--- src/rtl/ps2_pkg.sv ---
// Shared types and widths for the PS/2 mouse packet path.
//   state_e : framing FSM states
//   pkt_t   : 3-byte packet payload, byte1 in the most significant byte
package ps2_pkg;

    localparam int unsigned BYTE_W   = 8;
    localparam int unsigned PKT_W    = 24;
    localparam int unsigned SYNC_BIT = 3;

    typedef enum logic [1:0] {
        HUNT = 2'd0,
        GOT1 = 2'd1,
        GOT2 = 2'd2
    } state_e;

    typedef struct packed {
        logic [BYTE_W-1:0] b1;
        logic [BYTE_W-1:0] b2;
        logic [BYTE_W-1:0] b3;
    } pkt_t;

endpackage

--- src/rtl/ps2_pkt_fifo.sv ---
// Two-entry packet FIFO; entry 0 is always the head.
// Ports:
//   clk, reset : clock, synchronous active-low reset
//   push, din  : write request and packet; ignored when full unless popping
//   pop        : remove head; ignored when empty
//   head       : current head packet (registered)
//   full/empty : registered occupancy flags
module ps2_pkt_fifo
    import ps2_pkg::*;
(
    input  logic             clk,
    input  logic             reset,
    input  logic             push,
    input  logic [PKT_W-1:0] din,
    input  logic             pop,
    output logic [PKT_W-1:0] head,
    output logic             full,
    output logic             empty
);

    logic [PKT_W-1:0] ent1;
    logic             pop_ok;
    logic             push_ok;

    // A full FIFO still takes a push when the head leaves in the same cycle.
    assign pop_ok  = pop && !empty;
    assign push_ok = push && (!full || pop_ok);

    // Storage and occupancy flags.
    always_ff @(posedge clk) begin
        if (!reset) begin
            head  <= '0;
            ent1  <= '0;
            full  <= 1'b0;
            empty <= 1'b1;
        end else begin
            case ({push_ok, pop_ok})
                2'b10: begin
                    if (empty) begin
                        head  <= din;
                        empty <= 1'b0;
                    end else begin
                        ent1 <= din;
                        full <= 1'b1;
                    end
                end
                2'b01: begin
                    if (full) begin
                        head <= ent1;
                        full <= 1'b0;
                    end else begin
                        empty <= 1'b1;
                    end
                end
                2'b11: begin
                    if (full) begin
                        head <= ent1;
                        ent1 <= din;
                    end else begin
                        head <= din;
                    end
                end
                default: ;
            endcase
        end
    end

endmodule

--- src/rtl/ps2_pkt_sched.sv ---
// PS/2 mouse packet framer and host-side queue.
// Frames 3-byte packets (sync on bit 3 of byte 1), aborts partial packets
// after TIMEOUT idle cycles, and queues packets in a 2-entry FIFO.
// Ports:
//   clk, reset          : clock, synchronous active-low reset
//   in_valid, in_data   : byte strobe and byte from the PS/2 receiver
//   pkt_valid/ready/data: packet handshake toward the host, {b1,b2,b3}
//   sync_err            : one-cycle pulse on discarded byte or aborted packet
//   drop_cnt, clr_cnt   : saturating overflow drop counter and its clear
module ps2_pkt_sched
    import ps2_pkg::*;
#(
    parameter int unsigned TIMEOUT = 1000,
    parameter int unsigned CNT_W   = 8
) (
    input  logic              clk,
    input  logic              reset,
    input  logic              in_valid,
    input  logic [BYTE_W-1:0] in_data,
    output logic              pkt_valid,
    input  logic              pkt_ready,
    output logic [PKT_W-1:0]  pkt_data,
    output logic              sync_err,
    output logic [CNT_W-1:0]  drop_cnt,
    input  logic              clr_cnt
);

    localparam int unsigned      TMR_W    = $clog2(TIMEOUT);
    localparam logic [TMR_W-1:0] TMR_LAST = TMR_W'(TIMEOUT - 1);

    state_e            state;
    state_e            state_nxt;
    logic [TMR_W-1:0]  timer;
    logic [BYTE_W-1:0] byte1_q;
    logic [BYTE_W-1:0] byte2_q;
    logic              hunt_bad_c;
    logic              timeout_c;
    logic              push_c;
    logic              pop_c;
    logic              drop_c;
    logic              fifo_full;
    logic              fifo_empty;
    pkt_t              pkt_c;

    // State register.
    always_ff @(posedge clk) begin
        if (!reset) begin
            state <= HUNT;
        end else begin
            state <= state_nxt;
        end
    end

    // Next state; an arriving byte always beats the timeout.
    always_comb begin
        state_nxt  = state;
        hunt_bad_c = 1'b0;
        timeout_c  = 1'b0;
        push_c     = 1'b0;
        case (state)
            HUNT: begin
                if (in_valid) begin
                    if (in_data[SYNC_BIT]) begin
                        state_nxt = GOT1;
                    end else begin
                        hunt_bad_c = 1'b1;
                    end
                end
            end
            GOT1: begin
                if (in_valid) begin
                    state_nxt = GOT2;
                end else if (timer == TMR_LAST) begin
                    state_nxt = HUNT;
                    timeout_c = 1'b1;
                end
            end
            GOT2: begin
                if (in_valid) begin
                    state_nxt = HUNT;
                    push_c    = 1'b1;
                end else if (timer == TMR_LAST) begin
                    state_nxt = HUNT;
                    timeout_c = 1'b1;
                end
            end
            default: state_nxt = HUNT;
        endcase
    end

    // Idle timer, captured bytes and error pulse.
    always_ff @(posedge clk) begin
        if (!reset) begin
            timer    <= '0;
            byte1_q  <= '0;
            byte2_q  <= '0;
            sync_err <= 1'b0;
        end else begin
            sync_err <= hunt_bad_c | timeout_c;
            if (in_valid || state_nxt == HUNT) begin
                timer <= '0;
            end else begin
                timer <= timer + TMR_W'(1);
            end
            if (state == HUNT && in_valid) begin
                byte1_q <= in_data;
            end
            if (state == GOT1 && in_valid) begin
                byte2_q <= in_data;
            end
        end
    end

    // Third byte is pushed straight from the input so the packet is visible next cycle.
    assign pkt_c  = '{b1: byte1_q, b2: byte2_q, b3: in_data};
    assign pop_c  = pkt_ready && !fifo_empty;
    assign drop_c = push_c && fifo_full && !pop_c;

    ps2_pkt_fifo u_fifo (
        .clk   (clk),
        .reset (reset),
        .push  (push_c),
        .din   (PKT_W'(pkt_c)),
        .pop   (pop_c),
        .head  (pkt_data),
        .full  (fifo_full),
        .empty (fifo_empty)
    );

    assign pkt_valid = !fifo_empty;

    // Drop counter; clear has priority over a same-cycle drop.
    always_ff @(posedge clk) begin
        if (!reset) begin
            drop_cnt <= '0;
        end else if (clr_cnt) begin
            drop_cnt <= '0;
        end else if (drop_c && !(&drop_cnt)) begin
            drop_cnt <= drop_cnt + CNT_W'(1);
        end
    end

endmodule

--- config.mk ---
export PLATFORM = sky130hd
export DESIGN_NAME = ps2_pkt_sched
export DESIGN_NICKNAME = d
export VERILOG_FILES = /design/src/rtl/ps2_pkg.sv /design/src/rtl/ps2_pkt_fifo.sv /design/src/rtl/ps2_pkt_sched.sv
export SDC_FILE = /design/constraint.sdc
export NUM_CORES = 1
export LEC_CHECK = 0
export ABC_AREA = 1
export BUFFER_PORTS_ARGS = -buffer_cell sky130_fd_sc_hd__buf_4
export CORE_MARGIN = 2
export CORE_UTILIZATION = 57
export DETAILED_ROUTE_END_ITERATION = 10
export PLACE_DENSITY = 0.79
export SYNTH_ARGS = -nofsm -noshare
export SYNTH_HDL_FRONTEND = slang
export SYNTH_SLANG_ARGS = --single-unit
--- constraint.sdc ---
create_clock -name clk -period 2 [get_ports clk]
set_clock_uncertainty 0.15 [all_clocks]
set_input_delay 0.4 -clock clk [delete_from_list [all_inputs] [get_ports clk]]
set_output_delay 0.4 -clock clk [all_outputs]
set_load 0.005 [all_outputs]
### Word-level counts from Yosys, hierarchy flattened

Index checks and enable logic that the tools add are counted.

* $add $sub $neg: 2
* eq/ne operators: 11
* mux-type cells: 25
* bitwise logic cells: 2
* reductions and logical operators: 27

Operator list (count)
* $mux 24: 5
* $pmux 24 s3: 1
* $pmux 24 s2: 1
* $add 10x1->10 const B: 1
* $eq 10x10->1 const B: 1
* $mux 1: 10
* $mux 2: 5
* $add 8x1->8 const B: 1
* $logic_and 1x1->1: 8
* $reduce_and 8->1: 1
* $eq 2x2->1 const B: 3
* $ne 2x1->1 const B: 3
* $pmux 2 s3: 1
* $reduce_and 3->1: 2
* $reduce_or 2->1: 3
* $eq 2x1->1 const B: 2
* $logic_not 1->1: 4
* $logic_not 2->1: 2
* $ne 2x2->1 const B: 2
* $pmux 1 s2: 2
* $reduce_and 2->1: 2
* $reduce_bool 2->1: 2
* $reduce_bool 3->1: 1
* $logic_or 1x1->1: 2
* 2 further kinds: 2

* register bits after elaboration: 87
* bits of input ports: 13
* output and inout bits: 34
* word-level logic and storage cells: 77

### Longest topological paths before layout

Gate-level depths: netlist of run 1.

* depth in word-level cells: 8
* depth in mapped cells: 11

### Hierarchy

Synthesis of run 1 repeated with hierarchy kept, for this count alone.

* cells, all modules: 686
* area total of the unflattened synthesis: 4375.4 sq um

Modules (own cells, without submodules)
* ps2_pkt_fifo: instances 1, cells an instance 470, area each 2733.9 sq um
* ps2_pkt_sched: instances 1, cells an instance 216, area each 1641.6 sq um

### Worst setup path before layout of run 1

No wires, ideal clock.

* path kind: flip-flop to flip-flop
* start point: register state[0]
* end point: register u_fifo.head[10]
* arrival time: 1378 ps
* data required time: 1741 ps
* path slack: 363 ps
* cell stages (with the launch flop): 12
* buffers on the path: 1
* path through: dfxtp_1 -> inv_1 -> ha_1 -> nand2_1 -> inv_1 -> nand2_1 -> nand2_2 -> buf_4 -> nand2_1 -> o211ai_1 -> nand2_1 -> inv_1

* cells in the longest elaborated chain, start to end: 6
* elaborated cells on any way between the ends: 11

Ends and longest elaborated chain
* start, declared: RTL line ps2_pkt_sched.sv:31 `state_e state;`
* start signal, assigned: RTL line ps2_pkt_sched.sv:50 `state <= state_nxt;`
* $eq 2x2->1 (*): RTL line ps2_pkt_sched.sv:60 `case (state)`
* $mux 1 (*): RTL line ps2_pkt_sched.sv:60
* $logic_and 1x1->1 (*): RTL line ps2_pkt_fifo.sv:27 `assign push_ok = push && (!full || pop_ok);`
* $eq 2x1->1 / $eq 2x2->1 (equally long branches): RTL line ps2_pkt_fifo.sv:37 `case ({push_ok, pop_ok})`
* $ne 2x1->1 (no line) / $reduce_bool 3->1 (equally long branches)
* $reduce_and 3->1 (no line)
* end signal, assigned: RTL line ps2_pkt_fifo.sv:40 `head <= din;`
* end signal, assigned: RTL line ps2_pkt_fifo.sv:49 `head <= ent1;`
* end signal, assigned: RTL line ps2_pkt_fifo.sv:57 `head <= ent1;`
* end, declared: RTL line ps2_pkt_fifo.sv:16 `output logic [PKT_W-1:0] head,`

Every way passes the cells marked *; elsewhere a longest branch is shown, timed or not.
A chain may end at the register's enable or synchronous reset.

### Worst setup path in the final report of run 1

* start point: register state[0]
* end point: register u_fifo.head[8]

The elaborated chain is that of the path after synthesis.

==> reports/results.ini, run 1 <==
[clock_network]
htreeDepth = 3
clockBufferDepth = 2
root_buffer = clkbuf_8
cts_tree = built
postCtsSetupBuffers = 0
worst_skew_pair.late_latency_ps = 350
cts.clk_slew.worst_paths_ps = 90
cts_buffers = 9
cts_sinks = 87

[synthesis]
synth_area_um2 = 3730
synth_area_leaders = dfxtp_1 47%, nor2_1 11%, nand2_1 9.8%
synth_flop_cell = dfxtp_1
ys_top_cells_by_count = 106 x nor2_1, 97 x nand2_1, 87 x dfxtp_1
syn_inst = 523
synth_edf_count = 0
netlist.area_leader.share = 0.467
yosysTopAreaCell = dfxtp_1
ys_ff_latch = 87
syn_area_per_cell_um2 = 7.13
post-synth-top-count-cell = nor2_1
synthArstFlopShare = 0
yosysWarnings = 0
synth_cell_types = 26
seq_area_frac_synth = 0.467
synth_fp_nets = 542

[floorplanning]
die_w_um = 84.9
die_h_um = 84.9
num_rows = 29
io_pins = 47
core_um2 = 6350
die_area_um2 = 7210
start_util = 0.588

[timing]
hold_viol = 0
tns_ps = 0
max_freq_ghz = 0.545
fin_crit_sh = 0.917
tightest_slew_ps = 323
rsz0062_at_grt = false
min_period_ps = 1830
max_slew_margin = 0.785
setup_viol = 0
setup_ws_ps = 167
slew_violations = 0

[finish]
fillers = 554
final_nets = 586
antenna_cells = 0
instances_no_fill = 649
syn_to_final_growth_pct = 16.7
multi_input_area_um2 = 1630
seq_area_um2 = 1740
drive_gt1_frac = 0.136

[place]
dpl_worst_slack_ps = 64.6
dp_cells = 633
place.gp.congestion = 0.918
port_buffers = 46
dp_hpwl_um = 5020

[worst_setup_path]
critical_path_required_ps = 2100
crit_path_end_kind = flop
path_cells = inv_1, ha_1, nand2_1, inv_1, o21ai_1, a21oi_4, buf_12, nor2_1, nor2_1, nand2_1, inv_1
worst_r2r_path_depth = 11
startpoint = state[0]$_SDFF_PN0_
arrival_ps = 1930
crit_path_max_fanout = 48
cp_common_cell = inv_1
r2r_start = state[0]$_SDFF_PN0_
cp_slowest_cell = dfxtp_1
startpoint_type = flop
path_class = flop to flop
slowest_delay_ps = 370

[drt]
drt_first_pass_iters = 7
dr_total_vias = 3185
wl_um = 7400
wire_per_inst_um = 11.4
ant_nets = 0
drc = 0
viasPerCell = 4.91
drt_iter0_markers = 163

[run_status]
status = finished clean

[worst_hold_path]
worstHoldStart = clr_cnt
hp-class = input pin to flop
whs_path_depth = 4

[grt]
grt_pass1_wl_um = 12800
overflow = 0
grt_max_degree = 49
antenna_found_initial = 0
grtUsageTotal = 0.217
grt_pass1_vias = 2973

[pwr]
power.density_nw_per_um2 = 737
p_leak_nw = 1.94
ir_worst_vdd_uv = 488

[job]
cap_viol_max_count = 0

what timing repair did:
action | 4_1_cts | 5_1_grt
endpoints found under the setup margin | 0 | 43
resized for setup | 0 | 6
hold buffers | 0 | 0
registers in the layout (all words and copies together), names as in the netlist:
register      cells
u_fifo.head      24
timer            10
byte2_q           8
state             2
u_fifo.full       1
byte1_q           8
u_fifo.ent1      24
drop_cnt          8
sync_err          1
u_fifo.empty      1
per-stage QoR:
stage	power [W]	cell area (µm²)	util	hold slack [ps]
after CTS	0.00323	4340	0.683	160
final	0.00321	4360	0.686	170
after global placement	0.00207	4150	0.653	280
after global routing	0.00334	4360	0.686	177
after floorplan	0.00199	3730	-	268
after detailed placement	0.00208	4150	0.653	294
critical path: cells and delay by family (launching register included):
kind / cells / cell delay (ps)
buffers and inverters: 4 / 370
adders and majority gates: 1 / 220
DFF: 1 / 370
AOI/OAI and AO/OA: 2 / 260
and+or+nand+nor: 4 / 320
path summary, 6_finish.rpt:
kind | end | slack [ps]
worst max-delay path | u_fifo.head[8]$_SDFFE_PN0P_ | 170
worst min-delay path | drop_cnt[2]$_SDFFE_PP0P_ | 170
worst max register to register | u_fifo.head[8]$_SDFFE_PN0P_ | 170
worst min register to register | u_fifo.ent1[10]$_SDFFE_PN0P_ | 310
cell families (layout without fill, tap and decap cells):
group | Yosys count | count (layout) | share of synthesized area
XOR/XNOR | 11 | 11 | 0.0258
adder cells (fa/ha/maj) | 6 | 6 | 0.0201
buffers and inverters | 93 | 142 | 0.0999
AO/OA/AOI/OAI | 102 | 102 | 0.153
AND/OR/NAND/NOR | 224 | 224 | 0.234
flip-flops | 87 | 87 | 0.467
area by class of cell:
type / instances / area share
inverters: 73 / 0.0641
multi-input cells: 343 / 0.375
repair buffers: 53 / 0.0951
flip-flops and latches: 87 / 0.400
clock inverters: 5 / 0.00948
clock buffers: 11 / 0.0348
well taps: 77 / 0.0221
power by group:
group,total [W],internal [W],switching (W)
clock,0.00117,0.000528,0.000638
combinational,0.000241,0.0000973,0.000143
sequential,0.00180,0.00177,0.0000277
total,0.00321,0.00240,0.000810
layout by cell type (no fill, tap or decap):
cell type | netlist | routed
nor2_1 | 106 | 106
nand2_1 | 97 | 96
dfxtp_1 | 87 | 87
inv_1 | 69 | 69
buf_4 | 5 | 51
o21ai_0 | 42 | 42
a21oi_1 | 34 | 34
o211ai_1 | 21 | 21
nand3_1 | 14 | 14
clkbuf_8 | 0 | 11
xor2_1 | 7 | 7
ha_1 | 6 | 6
xnor2_1 | 4 | 4
nand2_2 | 2 | 3
inv_2 | 3 | 2
o21ai_1 | 2 | 2
nor3_1 | 2 | 2
inv_6 | 0 | 2
clkinvlp_4 | 0 | 2
clkinv_4 | 0 | 2
a21oi_4 | 0 | 1
or2_2 | 1 | 1
clkinv_1 | 1 | 1
a211oi_1 | 1 | 1
a22oi_1 | 1 | 1
nand4_1 | 1 | 1
nor2_4 | 0 | 1
buf_6 | 0 | 1
buf_12 | 0 | 1
per-layer routing:
metal	track usage	part of all wire	wire length (µm)
met5	0	0	0
met2	0.362	0.46	3410
met1	0.278	0.49	3660
met3	0.0496	0.037	271
met4	0.0765	0.0081	60
Note: power is estimated with default switching activity, not from simulation.
==> inputs of run 2 (changes only) <==
--- a/config.mk
+++ b/config.mk
@@ -5,7 +5,6 @@
 export SDC_FILE = /design/constraint.sdc
 export NUM_CORES = 1
 export LEC_CHECK = 0
-export ABC_AREA = 1
 export BUFFER_PORTS_ARGS = -buffer_cell sky130_fd_sc_hd__buf_4
 export CORE_MARGIN = 2
 export CORE_UTILIZATION = 57
==> reports/results.ini, run 2 <==
[grt]
overflow = 0  ; unchanged
grt_pass1_wl_um = 12700  ; -1.1%
grt_pass1_vias = 2716  ; -8.6%
antenna_found_initial = 0  ; unchanged
grtUsageTotal = 0.217  ; -0.000670
grt_max_degree = 60  ; +22%

[timing]
max_slew_margin = 0.724  ; -0.0608
max_freq_ghz = 0.535  ; -1.8%
fin_crit_sh = 0.934  ; +0.0172
tightest_slew_ps = 411  ; +88.1 ps
hold_viol = 0  ; unchanged
min_period_ps = 1870  ; +34.4 ps
holdWs_ps = 97.9  ; -71.8 ps
rsz0062_at_grt = false
setup_viol = 0  ; unchanged
slew_violations = 0  ; unchanged

[worst_setup_path]
startpoint_type = flop
critical_path_required_ps = 2140  ; +40 ps
crit_path_end_kind = flop
arrival_ps = 2010  ; +80 ps
crit_path_max_fanout = 9  ; -81%
path_class = flop to flop

[synthesis]
syn_inst = 391  ; -25%
synth_edf_count = 0  ; unchanged
synth_top_family_by_area = compound AO/OA/AOI/OAI gates
synth_cell_types = 43  ; +65%
yosysWarnings = 0  ; unchanged
synth-xor-area-share = 0.0207  ; -0.00513
synth_flop_cell = dfxtp_1
synth_area_um2 = 3810  ; +2.1%
synth_fp_nets = 410  ; -24%
netlist.area_leader.share = 0.457  ; -0.00951
ys_top_cells_by_count = 87 x dfxtp_1, 55 x nor2_1, 48 x mux2i_1
yosysTopAreaCell = dfxtp_1
synth_compound_area_frac = 0.168  ; +0.0146
synthMuxAreaShare = 0.126  ; +0.126
synth_area_leaders = dfxtp_1 46%, mux2i_1 13%, a211oi_2 6.6%
ys_ff_latch = 87  ; unchanged
synth-simple-area-share = 0.163  ; -0.0715
seq_area_frac_synth = 0.457  ; -0.00951
post-synth-top-count-cell = dfxtp_1
synthArstFlopShare = 0  ; unchanged
synth_fa_ha_area_frac = 0.0197  ; -0.000410
syn_area_per_cell_um2 = 9.74  ; +37%

[clock_network]
cts.clk_slew.worst_paths_ps = 80  ; about the same
cts_sinks = 87  ; unchanged
clockBufferDepth = 2  ; unchanged
worst_skew_pair.late_latency_ps = 360  ; about the same
cts_buffers = 9  ; unchanged
cts_tree = built
root_buffer = clkbuf_8
cts_hold_buf = 0  ; unchanged
htreeDepth = 3  ; unchanged

[pwr]
p_comb_frac = 0.074  ; about the same
ir_worst_vdd_uv = 516  ; +5.7%
p_seq_frac = 0.533  ; -0.028
switchingPower_w = 0.000804  ; -0.67%
clkPwrFrac = 0.394  ; +0.030
switching_share = 0.239  ; -0.0134
p_int_w = 0.00256  ; +6.8%
power.density_nw_per_um2 = 753  ; +2.3%
p_leak_nw = 1.73  ; -11%

[job]
cap_viol_max_count = 0  ; unchanged

[place]
port_buffers = 46  ; unchanged
place.gp.congestion = 0.845  ; -8.0%
dp_hpwl_um = 4990  ; -0.58%
dpl_cell_area_um2 = 4220  ; +1.8%

[drt]
drc = 4  ; +4
wl_um = 7700  ; +4.0%
drt_first_pass_iters = 7  ; unchanged
viasPerCell = 5.67  ; +15%
dr_total_vias = 2919  ; -8.4%
wire_per_inst_um = 15.0  ; +31%
ant_nets = 0  ; unchanged
drt_iter0_markers = 97  ; -40%

[floorplanning]
start_util = 0.593  ; +0.00544
die_area_um2 = 7350  ; +2.0%
die_h_um = 85.7  ; +0.98%
core_um2 = 6420  ; +1.1%
num_rows = 29  ; unchanged
die_w_um = 85.7  ; +0.98%
io_pins = 47  ; unchanged

[finish]
syn_to_final_growth_pct = 17.3
final_cell_mix = 85 x dfxtp_1, 55 x nor2_1, 50 x buf_4
stdcell_area_um2 = 4470  ; +2.6%
drive_gt1_frac = 0.231  ; +0.0942
final_nets = 454  ; -23%
antenna_cells = 0  ; unchanged
layout_commonest_cell = dfxtp_1
reg_top3 = u_fifo.ent1 x24, u_fifo.head x24, timer x10
fillers = 503  ; -9.2%

[worst_hold_path]
hp-class = input pin to flop

[run_status]
status = complete, but fails checks
violations = DRC

[run 2: cell count changes in the layout (fill, tap and decap cells not counted), sizes merged, moves of 4 or more]
cell    delta
nand2b     +4
mux2i     +48
o21ai     -40
a211oi    +24
nor2      -52
nand2     -62
o211ai    -19
o21bai     +4
inv       -65
[run 2: cell type report]
type | instances | area (µm²) | area share
Clock buffer | 9 | 124 | 0.0277
Clock inverter | 5 | 83.8 | 0.0188
Inverter | 7 | 26.3 | 0.00588
Multi-Input combinational cell | 275 | 1910 | 0.428
Sequential cell | 87 | 1740 | 0.390
Tap cell | 77 | 96.3 | 0.0216
Timing Repair Buffer | 55 | 480 | 0.108
[run 2: cell families after synthesis]
kind of cell,after synthesis
compound gates,80
simple gates,132
mux,48
flops,87
buf+inv,29
fa+ha+maj,6
xor+xnor,9
[run 2: per-layer routing]
metal	global-route usage	up-vias	part of all wire
met4	0.0967	0	0.017
met5	0	-	0
met1	0.288	1384	0.46
met2	0.349	58	0.48
li1	-	1465	-
met3	0.0337	12	0.042
[run 2: critical path: stages (launching register included)]
cell	delay, ps
dfxtp_1	340
inv_1	110
ha_2	230
and2_2	210
o2111ai_4	170
or4_1	450
a21oi_1	150
[run 2: final timing paths]
check                     startpoint                         to  slack, ps  cells after the start
max              state[0]$_SDFF_PN0_   drop_cnt[4]$_SDFFE_PP0P_        130                      6
min                            reset  u_fifo.empty$_SDFFE_PN1P_        100                      2
max reg2reg      state[0]$_SDFF_PN0_   drop_cnt[4]$_SDFFE_PP0P_        130                      6
min reg2reg  byte2_q[1]$_SDFFE_PN0P_    byte2_q[1]$_SDFFE_PN0P_        330                      2
[run 2: power by group through the flow]
stage          clock (W)  sequential [W]  combinational (W)
2_1_floorplan          0         0.00183           0.000154
3_3_place_gp           0         0.00183           0.000240
3_5_place_dp           0         0.00183           0.000244
4_1_cts          0.00133         0.00179           0.000247
5_1_grt          0.00141         0.00180           0.000274
6_report         0.00132         0.00179           0.000248
[run 2: timing repair]
item | CTS | global route
gates cloned | 0 | 1
endpoints found under the setup margin | 5 | 24
pin swaps | 1 | 1
setup buffers | 1 | 0
endpoints found under the hold margin | 0 | 0
resized for setup | 0 | 4
[run 2: through the flow]
step / TNS (ps) / utilization / setup slack, ps / total power, W / std cells
2_1_floorplan: 0 / - / 94.8 / 0.00198 / 391
3_3_place_gp: 0 / 0.657 / 74.9 / 0.00207 / 499
3_5_place_dp: -73.9 / 0.657 / -40.5 / 0.00208 / 499
4_1_cts: 0 / 0.691 / 55.6 / 0.00337 / 514
5_1_grt: 0 / 0.696 / 26.7 / 0.00348 / 515
6_report: 0 / 0.696 / 132 / 0.00337 / 515
